## src/rtl/rv_alu_arbiter_if.sv

```systemverilog
// Handshake and ALU bus bundle for rv_alu_arbiter: two request/response pairs plus the shared-ALU port.
// The slave modport is the arbiter's view; the master modport is the requesters' and ALU's view.
interface rv_alu_arbiter_if #(
    parameter int XLEN = 64,
    parameter int SELW = 4
);
    logic            req0_valid_i;
    logic            req0_ready_o;
    logic [XLEN-1:0] req0_op1_i;
    logic [XLEN-1:0] req0_op2_i;
    logic [SELW-1:0] req0_sel_i;
    logic            rsp0_valid_o;
    logic            rsp0_ready_i;
    logic [XLEN-1:0] rsp0_result_o;
    logic            rsp0_zero_o;

    logic            req1_valid_i;
    logic            req1_ready_o;
    logic [XLEN-1:0] req1_op1_i;
    logic [XLEN-1:0] req1_op2_i;
    logic [SELW-1:0] req1_sel_i;
    logic            rsp1_valid_o;
    logic            rsp1_ready_i;
    logic [XLEN-1:0] rsp1_result_o;
    logic            rsp1_zero_o;

    logic [XLEN-1:0] alu_op1_o;
    logic [XLEN-1:0] alu_op2_o;
    logic [SELW-1:0] alu_sel_o;
    logic [XLEN-1:0] alu_result_i;
    logic            alu_zero_i;
    logic            busy_o;

    modport slave (
        input  req0_valid_i, req0_op1_i, req0_op2_i, req0_sel_i, rsp0_ready_i,
        input  req1_valid_i, req1_op1_i, req1_op2_i, req1_sel_i, rsp1_ready_i,
        input  alu_result_i, alu_zero_i,
        output req0_ready_o, rsp0_valid_o, rsp0_result_o, rsp0_zero_o,
        output req1_ready_o, rsp1_valid_o, rsp1_result_o, rsp1_zero_o,
        output alu_op1_o, alu_op2_o, alu_sel_o, busy_o
    );

    modport master (
        output req0_valid_i, req0_op1_i, req0_op2_i, req0_sel_i, rsp0_ready_i,
        output req1_valid_i, req1_op1_i, req1_op2_i, req1_sel_i, rsp1_ready_i,
        output alu_result_i, alu_zero_i,
        input  req0_ready_o, rsp0_valid_o, rsp0_result_o, rsp0_zero_o,
        input  req1_ready_o, rsp1_valid_o, rsp1_result_o, rsp1_zero_o,
        input  alu_op1_o, alu_op2_o, alu_sel_o, busy_o
    );
endinterface

```

## src/rtl/rv_alu_arbiter.sv

```systemverilog
// Two-requester arbiter in front of one shared rv_alu (IDLE -> EXEC -> RESP), round-robin on ties.
// Define ALU_ARB_FIXED_PRIO_EN to give requester 0 fixed priority instead.
module rv_alu_arbiter #(
    parameter int XLEN = 64,
    parameter int SELW = 4
) (
    input  logic            clk_i,
    input  logic            rstn_i,
    rv_alu_arbiter_if.slave bus
);

    typedef enum logic [1:0] {
        IDLE = 2'd0,
        EXEC = 2'd1,
        RESP = 2'd2
    } state_t;

    state_t          state_q;
    logic            grant_q;
    logic            any_req;
    logic            win;
    logic            accept;
    logic            rsp_hs;

    logic [XLEN-1:0] alu_op1_p0;
    logic [XLEN-1:0] alu_op2_p0;
    logic [SELW-1:0] alu_sel_p0;

    logic [1:0]      vld_p1;
    logic [XLEN-1:0] res0_p1;
    logic [XLEN-1:0] res1_p1;
    logic            zero0_p1;
    logic            zero1_p1;

`ifndef ALU_ARB_FIXED_PRIO_EN
    logic            last_grant_q;
`endif

    // Grant decision: win = 1 selects requester 1.
    always_comb begin
        any_req = bus.req0_valid_i | bus.req1_valid_i;
`ifdef ALU_ARB_FIXED_PRIO_EN
        win = ~bus.req0_valid_i;
`else
        if (bus.req0_valid_i && bus.req1_valid_i) begin
            win = ~last_grant_q;
        end else begin
            win = bus.req1_valid_i;
        end
`endif
    end

    // Readies are gated by rstn_i so nothing looks accepted while reset is held.
    assign accept           = rstn_i && (state_q == IDLE) && any_req;
    assign bus.req0_ready_o = accept & ~win;
    assign bus.req1_ready_o = accept & win;
    assign rsp_hs           = grant_q ? bus.rsp1_ready_i : bus.rsp0_ready_i;

    assign bus.busy_o        = (state_q != IDLE);
    assign bus.alu_op1_o     = alu_op1_p0;
    assign bus.alu_op2_o     = alu_op2_p0;
    assign bus.alu_sel_o     = alu_sel_p0;
    assign bus.rsp0_valid_o  = vld_p1[0];
    assign bus.rsp1_valid_o  = vld_p1[1];
    assign bus.rsp0_result_o = res0_p1;
    assign bus.rsp1_result_o = res1_p1;
    assign bus.rsp0_zero_o   = zero0_p1;
    assign bus.rsp1_zero_o   = zero1_p1;

    always_ff @(posedge clk_i or negedge rstn_i) begin
        if (!rstn_i) begin
            state_q      <= IDLE;
            grant_q      <= 1'b0;
            alu_op1_p0   <= '0;
            alu_op2_p0   <= '0;
            alu_sel_p0   <= '0;
            vld_p1       <= 2'b00;
            res0_p1      <= '0;
            res1_p1      <= '0;
            zero0_p1     <= 1'b0;
            zero1_p1     <= 1'b0;
`ifndef ALU_ARB_FIXED_PRIO_EN
            last_grant_q <= 1'b1;
`endif
        end else begin
            case (state_q)
                // Stage p0: winner's operands registered onto the ALU inputs.
                IDLE: begin
                    if (any_req) begin
                        alu_op1_p0 <= win ? bus.req1_op1_i : bus.req0_op1_i;
                        alu_op2_p0 <= win ? bus.req1_op2_i : bus.req0_op2_i;
                        alu_sel_p0 <= win ? bus.req1_sel_i : bus.req0_sel_i;
                        grant_q    <= win;
                        state_q    <= EXEC;
                    end
                end
                // Stage p1: ALU output captured into the winner's response register only.
                EXEC: begin
                    if (grant_q) begin
                        res1_p1  <= bus.alu_result_i;
                        zero1_p1 <= bus.alu_zero_i;
                        vld_p1   <= 2'b10;
                    end else begin
                        res0_p1  <= bus.alu_result_i;
                        zero0_p1 <= bus.alu_zero_i;
                        vld_p1   <= 2'b01;
                    end
`ifndef ALU_ARB_FIXED_PRIO_EN
                    last_grant_q <= grant_q;
`endif
                    state_q <= RESP;
                end
                RESP: begin
                    if (rsp_hs) begin
                        vld_p1  <= 2'b00;
                        state_q <= IDLE;
                    end
                end
                default: begin
                    vld_p1  <= 2'b00;
                    state_q <= IDLE;
                end
            endcase
        end
    end

endmodule

```

## src/flat_wrapper.sv

```systemverilog
// flat-port wrapper written by rule: the top's interface ports become plain ports
module rv_alu_arbiter_flat 
#(
    parameter int XLEN = 64,
    parameter int SELW = 4
)
  (clk_i, rstn_i, bus_req0_valid_i, bus_req0_op1_i, bus_req0_op2_i, bus_req0_sel_i, bus_rsp0_ready_i, bus_req1_valid_i, bus_req1_op1_i, bus_req1_op2_i, bus_req1_sel_i, bus_rsp1_ready_i, bus_alu_result_i, bus_alu_zero_i, bus_req0_ready_o, bus_rsp0_valid_o, bus_rsp0_result_o, bus_rsp0_zero_o, bus_req1_ready_o, bus_rsp1_valid_o, bus_rsp1_result_o, bus_rsp1_zero_o, bus_alu_op1_o, bus_alu_op2_o, bus_alu_sel_o, bus_busy_o);
  rv_alu_arbiter_if #(.XLEN(XLEN), .SELW(SELW)) bus_i ();
  input  logic clk_i;
  input  logic rstn_i;
  input wire logic [$bits(bus_i.req0_valid_i)-1:0] bus_req0_valid_i;
  input wire logic [$bits(bus_i.req0_op1_i)-1:0] bus_req0_op1_i;
  input wire logic [$bits(bus_i.req0_op2_i)-1:0] bus_req0_op2_i;
  input wire logic [$bits(bus_i.req0_sel_i)-1:0] bus_req0_sel_i;
  input wire logic [$bits(bus_i.rsp0_ready_i)-1:0] bus_rsp0_ready_i;
  input wire logic [$bits(bus_i.req1_valid_i)-1:0] bus_req1_valid_i;
  input wire logic [$bits(bus_i.req1_op1_i)-1:0] bus_req1_op1_i;
  input wire logic [$bits(bus_i.req1_op2_i)-1:0] bus_req1_op2_i;
  input wire logic [$bits(bus_i.req1_sel_i)-1:0] bus_req1_sel_i;
  input wire logic [$bits(bus_i.rsp1_ready_i)-1:0] bus_rsp1_ready_i;
  input wire logic [$bits(bus_i.alu_result_i)-1:0] bus_alu_result_i;
  input wire logic [$bits(bus_i.alu_zero_i)-1:0] bus_alu_zero_i;
  output wire logic [$bits(bus_i.req0_ready_o)-1:0] bus_req0_ready_o;
  output wire logic [$bits(bus_i.rsp0_valid_o)-1:0] bus_rsp0_valid_o;
  output wire logic [$bits(bus_i.rsp0_result_o)-1:0] bus_rsp0_result_o;
  output wire logic [$bits(bus_i.rsp0_zero_o)-1:0] bus_rsp0_zero_o;
  output wire logic [$bits(bus_i.req1_ready_o)-1:0] bus_req1_ready_o;
  output wire logic [$bits(bus_i.rsp1_valid_o)-1:0] bus_rsp1_valid_o;
  output wire logic [$bits(bus_i.rsp1_result_o)-1:0] bus_rsp1_result_o;
  output wire logic [$bits(bus_i.rsp1_zero_o)-1:0] bus_rsp1_zero_o;
  output wire logic [$bits(bus_i.alu_op1_o)-1:0] bus_alu_op1_o;
  output wire logic [$bits(bus_i.alu_op2_o)-1:0] bus_alu_op2_o;
  output wire logic [$bits(bus_i.alu_sel_o)-1:0] bus_alu_sel_o;
  output wire logic [$bits(bus_i.busy_o)-1:0] bus_busy_o;
  assign bus_i.req0_valid_i = bus_req0_valid_i;
  assign bus_i.req0_op1_i = bus_req0_op1_i;
  assign bus_i.req0_op2_i = bus_req0_op2_i;
  assign bus_i.req0_sel_i = bus_req0_sel_i;
  assign bus_i.rsp0_ready_i = bus_rsp0_ready_i;
  assign bus_i.req1_valid_i = bus_req1_valid_i;
  assign bus_i.req1_op1_i = bus_req1_op1_i;
  assign bus_i.req1_op2_i = bus_req1_op2_i;
  assign bus_i.req1_sel_i = bus_req1_sel_i;
  assign bus_i.rsp1_ready_i = bus_rsp1_ready_i;
  assign bus_i.alu_result_i = bus_alu_result_i;
  assign bus_i.alu_zero_i = bus_alu_zero_i;
  assign bus_req0_ready_o = bus_i.req0_ready_o;
  assign bus_rsp0_valid_o = bus_i.rsp0_valid_o;
  assign bus_rsp0_result_o = bus_i.rsp0_result_o;
  assign bus_rsp0_zero_o = bus_i.rsp0_zero_o;
  assign bus_req1_ready_o = bus_i.req1_ready_o;
  assign bus_rsp1_valid_o = bus_i.rsp1_valid_o;
  assign bus_rsp1_result_o = bus_i.rsp1_result_o;
  assign bus_rsp1_zero_o = bus_i.rsp1_zero_o;
  assign bus_alu_op1_o = bus_i.alu_op1_o;
  assign bus_alu_op2_o = bus_i.alu_op2_o;
  assign bus_alu_sel_o = bus_i.alu_sel_o;
  assign bus_busy_o = bus_i.busy_o;
  rv_alu_arbiter #(.XLEN(XLEN), .SELW(SELW)) u_core (.clk_i(clk_i), .rstn_i(rstn_i), .bus(bus_i));
endmodule
```

## config.mk

```make
export PLATFORM = sky130hd
export DESIGN_NAME = rv_alu_arbiter_flat
export DESIGN_NICKNAME = d
export VERILOG_FILES = /design/src/rtl/rv_alu_arbiter_if.sv /design/src/rtl/rv_alu_arbiter.sv /design/src/flat_wrapper.sv
export SDC_FILE = /design/constraint.sdc
export NUM_CORES = 1
export LEC_CHECK = 0
export ABC_AREA = 1
export BUFFER_PORTS_ARGS = -buffer_cell sky130_fd_sc_hd__clkbuf_2
export CORE_AREA = 2 2 237 239
export CTS_CLUSTER_SIZE = 20
export DETAILED_ROUTE_END_ITERATION = 16
export DIE_AREA = 0 0 239 241
export GPL_ROUTABILITY_DRIVEN = 0
export MAX_ROUTING_LAYER = met4
export PLACE_DENSITY_LB_ADDON = 0.1
export SETUP_SLACK_MARGIN = 0.4
export SYNTH_ARGS = -nofsm -noshare
export SYNTH_HDL_FRONTEND = slang
export SYNTH_SLANG_ARGS = --single-unit
```

## constraint.sdc

```tcl
create_clock -name clk_i -period 3.55 [get_ports clk_i]
set_clock_uncertainty 0.1 [all_clocks]
set_input_delay 0.71 -clock clk_i [delete_from_list [all_inputs] [get_ports clk_i]]
set_output_delay 0.71 -clock clk_i [all_outputs]
set_load 0.005 [all_outputs]
```

Word-level counts from Yosys, hierarchy flattened
Index checks and enable logic that the tools add are counted.
Storage, ports and cells
  bits in registers: 268
  bits of input ports: 335
  output and inout bits: 267
  logic and storage cells: 42
Operators by class
  eq/ne operators: 4
  mux-type cells: 10
  bitwise gates (word level): 7
  reductions and logical operators: 10
Operators by type and width (count)
  $mux 64: 2
  $pmux 2 s3: 2
  $reduce_and 2->1: 5
  $mux 2: 3
  $mux 4: 1
  $ne 2x1->1 const B: 2
  $not 1->1: 4
  $logic_and 1x1->1: 3
  $and 1x1->1: 2
  $eq 2x1->1 const B: 1
  $eq 2x2->1 const B: 1
  $logic_not 2->1: 1
  $mux 1: 2
  $reduce_bool 2->1: 1
  $or 1x1->1: 1

Logic depth before layout (Yosys ltp)
  depth in word-level cells: 4
  gate-level depth with buffers: 7
  depth with buffers taken out: 6

Least setup slack after synthesis
No wires, ideal clock.
  path type: input to output
  from: input bus_req0_valid_i
  to: output bus_req0_ready_o
  arrival time: 1496 ps
  required time: 2740 ps
  setup slack: 1244 ps
  stages on the path: 5
  path buffers: 2
  path through: nand2_1 -> nand2_1 -> buf_2 -> buf_1 -> and3_1
On the way
  longest elaborated chain between the ends: 4
  elaborated cells between the ends (all ways): 6
  classes of those cells: mux (1); bitwise (3); reduce/logical (2)
Ends and longest elaborated chain
  from (decl): line flat_wrapper.sv:11  | input wire logic [$bits(bus_i.req0_valid_i)-1:0] bus_req0_valid_i;
  $logic_and 1x1->1: line rv_alu_arbiter.sv:45  | if (bus.req0_valid_i && bus.req1_valid_i) begin
  $mux 1: line rv_alu_arbiter.sv:45
  $not 1->1: line rv_alu_arbiter.sv:55  | assign bus.req0_ready_o = accept & ~win;
  $and 1x1->1 (*): line rv_alu_arbiter.sv:55
  to (decl): line flat_wrapper.sv:23  | output wire logic [$bits(bus_i.req0_ready_o)-1:0] bus_req0_ready_o;
Every way passes the cells marked *; elsewhere a longest branch is shown, timed or not.

Final worst setup path
  from: input rstn_i
  to: output bus_req0_ready_o
On the way
  longest elaborated chain between the ends: 3
Ends and longest elaborated chain
  from (decl): line flat_wrapper.sv:10  | input logic rstn_i;
  $logic_and 1x1->1 (2 in a row): line rv_alu_arbiter.sv:54  | assign accept = rstn_i && (state_q == IDLE) && any_req;
  $and 1x1->1: line rv_alu_arbiter.sv:55
Every way passes these cells.

==> flow_summary_export.csv <==
group,metric,value,unit
drt,vias_per_cell,4.19,
grt,grt_overflow,0,
timing,rsz0062_at_grt,"false",
yosys,synth.area.top_cells,"dfrtp_1 56%, o21ai_0 14%, nand2_1 13%",
timing,relSlewSlack,29.8,%
yosys,synth_most_common_cell,"nand2_1",
timing,final.setup.worst_slack,0.579,ns
critical_path,arrival,2.16,ns
timing,drv_slew,0,
clock_tree,clk_path_buf_depth,3,
timing,fin_crit,2.97,ns
clock_tree,cts_tree,"built",
critical_path,regToRegSetupSlack,1.46,ns
place,dp.final_hpwl,34.8,mm
grt,grt_pass1_vias,11900,
cells_and_area,drive_above_1_share,32.3,%
grt,antenna_found_initial,8,
yosys,ys_ff_latch,268,
floorplan,core_region_area,54900,µm²
critical_path,crit_required,2.74,ns
grt,globalRouteTotalUtil,17.2,%
drt,antenna_left,0,
yosys,synthCells,1513,
timing,min_period_over_period,83.7,%
timing,tightestPinTransition,1.05,ns
cells_and_area,design_area,16800,µm²
clock_tree,post_cts_buffers,0,
place,pre_cts_ws,1.04,ns
place,io_buffers,601,
timing,max_freq,0.337,GHz
clock_tree,cts_sinks,268,
yosys,ys_seq_area_share,56.1,%
power_and_ir_drop,p_per_area,861,nW/µm²
floorplan,die_x,239,µm
timing,final-setup-viol-count,0,
flow_run,drv_cap,0,
run_status,status,"finished clean",
yosys,synth_edf_count,0,
cells_and_area,multi_input_area,4090,µm²
yosys,synth_cell_types,17,
cells_and_area,synthToLayoutAreaGrowth,40.6,%
drt,vias,11700,
min_path,min_from,"bus_alu_result_i[47]",
floorplan,pin_count,602,
yosys,synth_top_cell_area_share,55.9,%
clock_tree,path_clk_slew,0.06,ns
grt,grt_pass1_wl,73.4,mm
floorplan,start_util,21.8,%
drt,drtIter0Drc,565,
floorplan,num_rows,86,
critical_path,timing.rr.end,"u_core.bus.rsp0_result_o[45]",
min_path,hold-path-cell-count,3,
clock_tree,root_buffer,"clkbuf_16",
place,placedCellCount,2731,
place,dpl-instance-area,15600,µm²
timing,hold_viol_final,0,
drt,drt-total-wl,49.5,mm
yosys,synthArstFlopShare,100,%
clock_tree,htree_levels,2,
floorplan,die_area,57600,µm²
min_path,min_to,"u_core.bus.rsp0_result_o[47]",
cells_and_area,regArea,6710,µm²
critical_path,crit_path_end_kind,"output port",
min_path,min_path_type,"primary input to flip-flop",
timing,setup_tns,0,ns
yosys,synth_ff_type,"dfrtp_1",
critical_path,crit_type,"primary input to output port",
yosys,synth_area_per_cell,7.91,µm²
yosys,synth_top_cell_by_area,"dfrtp_1",
power_and_ir_drop,vdd_ir_drop_max,407,µV
critical_path,worst-path-max-fanout,49,
yosys,synth_nets,1848,
critical_path,reg2reg_from,"u_core.state_q[0]",
clock_tree,cts-buffers-inserted,36,
clock_tree,clk_latency,0.53,ns
critical_path,critPathLaunchType,"primary input",
timing,final.hold.worst_slack,0.323,ns
cells_and_area,n_fill_cell,6128,
drt,wl_per_cell,17.7,µm
critical_path,startpoint,"rstn_i",
cells_and_area,nets,2401,
grt,grt_max_degree,194,
drt,first_pass_iters,5,
yosys,ys_top_cells_by_count,"408 x nand2_1, 345 x o21ai_0, 267 x dfrtp_1, 202 x inv_1, 135 x nor2_1",
yosys,syn_area,12000,µm²
critical_path,reg2regPathDepth,6,
cells_and_area,fin_cells,2803,
floorplan,die_h,241,µm
yosys,synth-warning-count,0,
power_and_ir_drop,p_leak,9.33,nW
drt,drc,0,
==> worst max-delay path by stage <==
stage | cells after the start | slack [ns] | end
CTS | 4 | 0.44 | bus_req0_ready_o
floorplan | 5 | 1.24 | bus_req0_ready_o
global route | 4 | 0.47 | bus_req0_ready_o
global placement | 3 | 1.02 | bus_req0_ready_o
detailed placement | 3 | 1.04 | bus_req0_ready_o
finish | 4 | 0.58 | bus_req0_ready_o
==> power breakdown <==
group	leakage (nW)	switching, W	internal [W]	total (W)
clock	0.586	0.00142	0.00223	0.00366
sequential	3.27	0.000796	0.00461	0.00541
combinational	5.48	0.00330	0.00211	0.00541
total	9.33	0.00552	0.00895	0.0145
==> area by class of cell <==
class	instances	area share, %
sequential	268	39.9
multi-input combinational	944	24.3
timing repair buffer	614	18.9
clock buffer	55	6.38
tap	704	5.24
inverter	202	4.51
clock inverter	10	0.640
antenna	6	0.0893
==> cells in the final DEF, fill, tap and decap left out <==
master	synthesis	routed
dfrtp_1	267	267
and3_1	1	1
buf_4	4	7
nor2_1	135	135
inv_6	0	2
o21ai_1	50	50
bufinv_16	0	2
clkbuf_8	0	8
inv_1	202	202
dlygate4sd3_1	0	1
clkinv_2	0	6
diode_2	0	6
clkbuf_16	0	37
nand2_4	0	4
o21ai_0	345	345
buf_12	0	6
dfstp_2	1	1
clkbuf_2	0	600
nand2_1	408	405
nor2_4	1	2
nand3_1	2	2
clkbuf_1	58	10
==> stage by stage <==
step           util (%)  power [W]
2_1_floorplan         -    0.00798
3_3_place_gp       28.4     0.0110
3_5_place_dp       28.4     0.0110
4_1_cts            30.6     0.0148
5_1_grt            30.6     0.0158
6_report           30.6     0.0145
==> kinds of logic after synthesis <==
logic type	Yosys count	synth area share, %
buffers and inverters	301	10.0
AO/OA/AOI/OAI	395	16.5
flip-flops	268	56.1
AND/OR/NAND/NOR	549	17.4
==> per-layer routing <==
metal  share of wire (%)  GRT usage (%)
met5                   0              -
met4                 1.9           4.28
met3                  10           7.10
met2                  48           27.6
met1                  40           19.8
==> registers in the layout, summed over array words and instances, names as in the netlist <==
register / flops
u_core.bus.alu_op1_o: 64
u_core.bus.alu_op2_o: 64
u_core.bus.alu_sel_o: 4
u_core.bus.rsp0_result_o: 64
u_core.bus.rsp0_zero_o: 1
u_core.bus.rsp1_result_o: 64
u_core.bus.rsp1_zero_o: 1
u_core.grant_q: 1
u_core.last_grant_q: 1
u_core.state_q: 2
u_core.vld_p1: 2
==> worst max-delay path, cell delays in order <==
cell and delay [ns]:
dlygate4sd3_1 0.58, buf_12 0.29, and3_1 0.29, clkbuf_2 0.23
==> what timing repair did <==
item                                   CTS  global route
setup endpoints to repair                0             1
gates resized for setup                  0             1
endpoints found under the hold margin   25             0
hold buffers                             1             0
No activity file was read; power rests on OpenSTA's default activity.
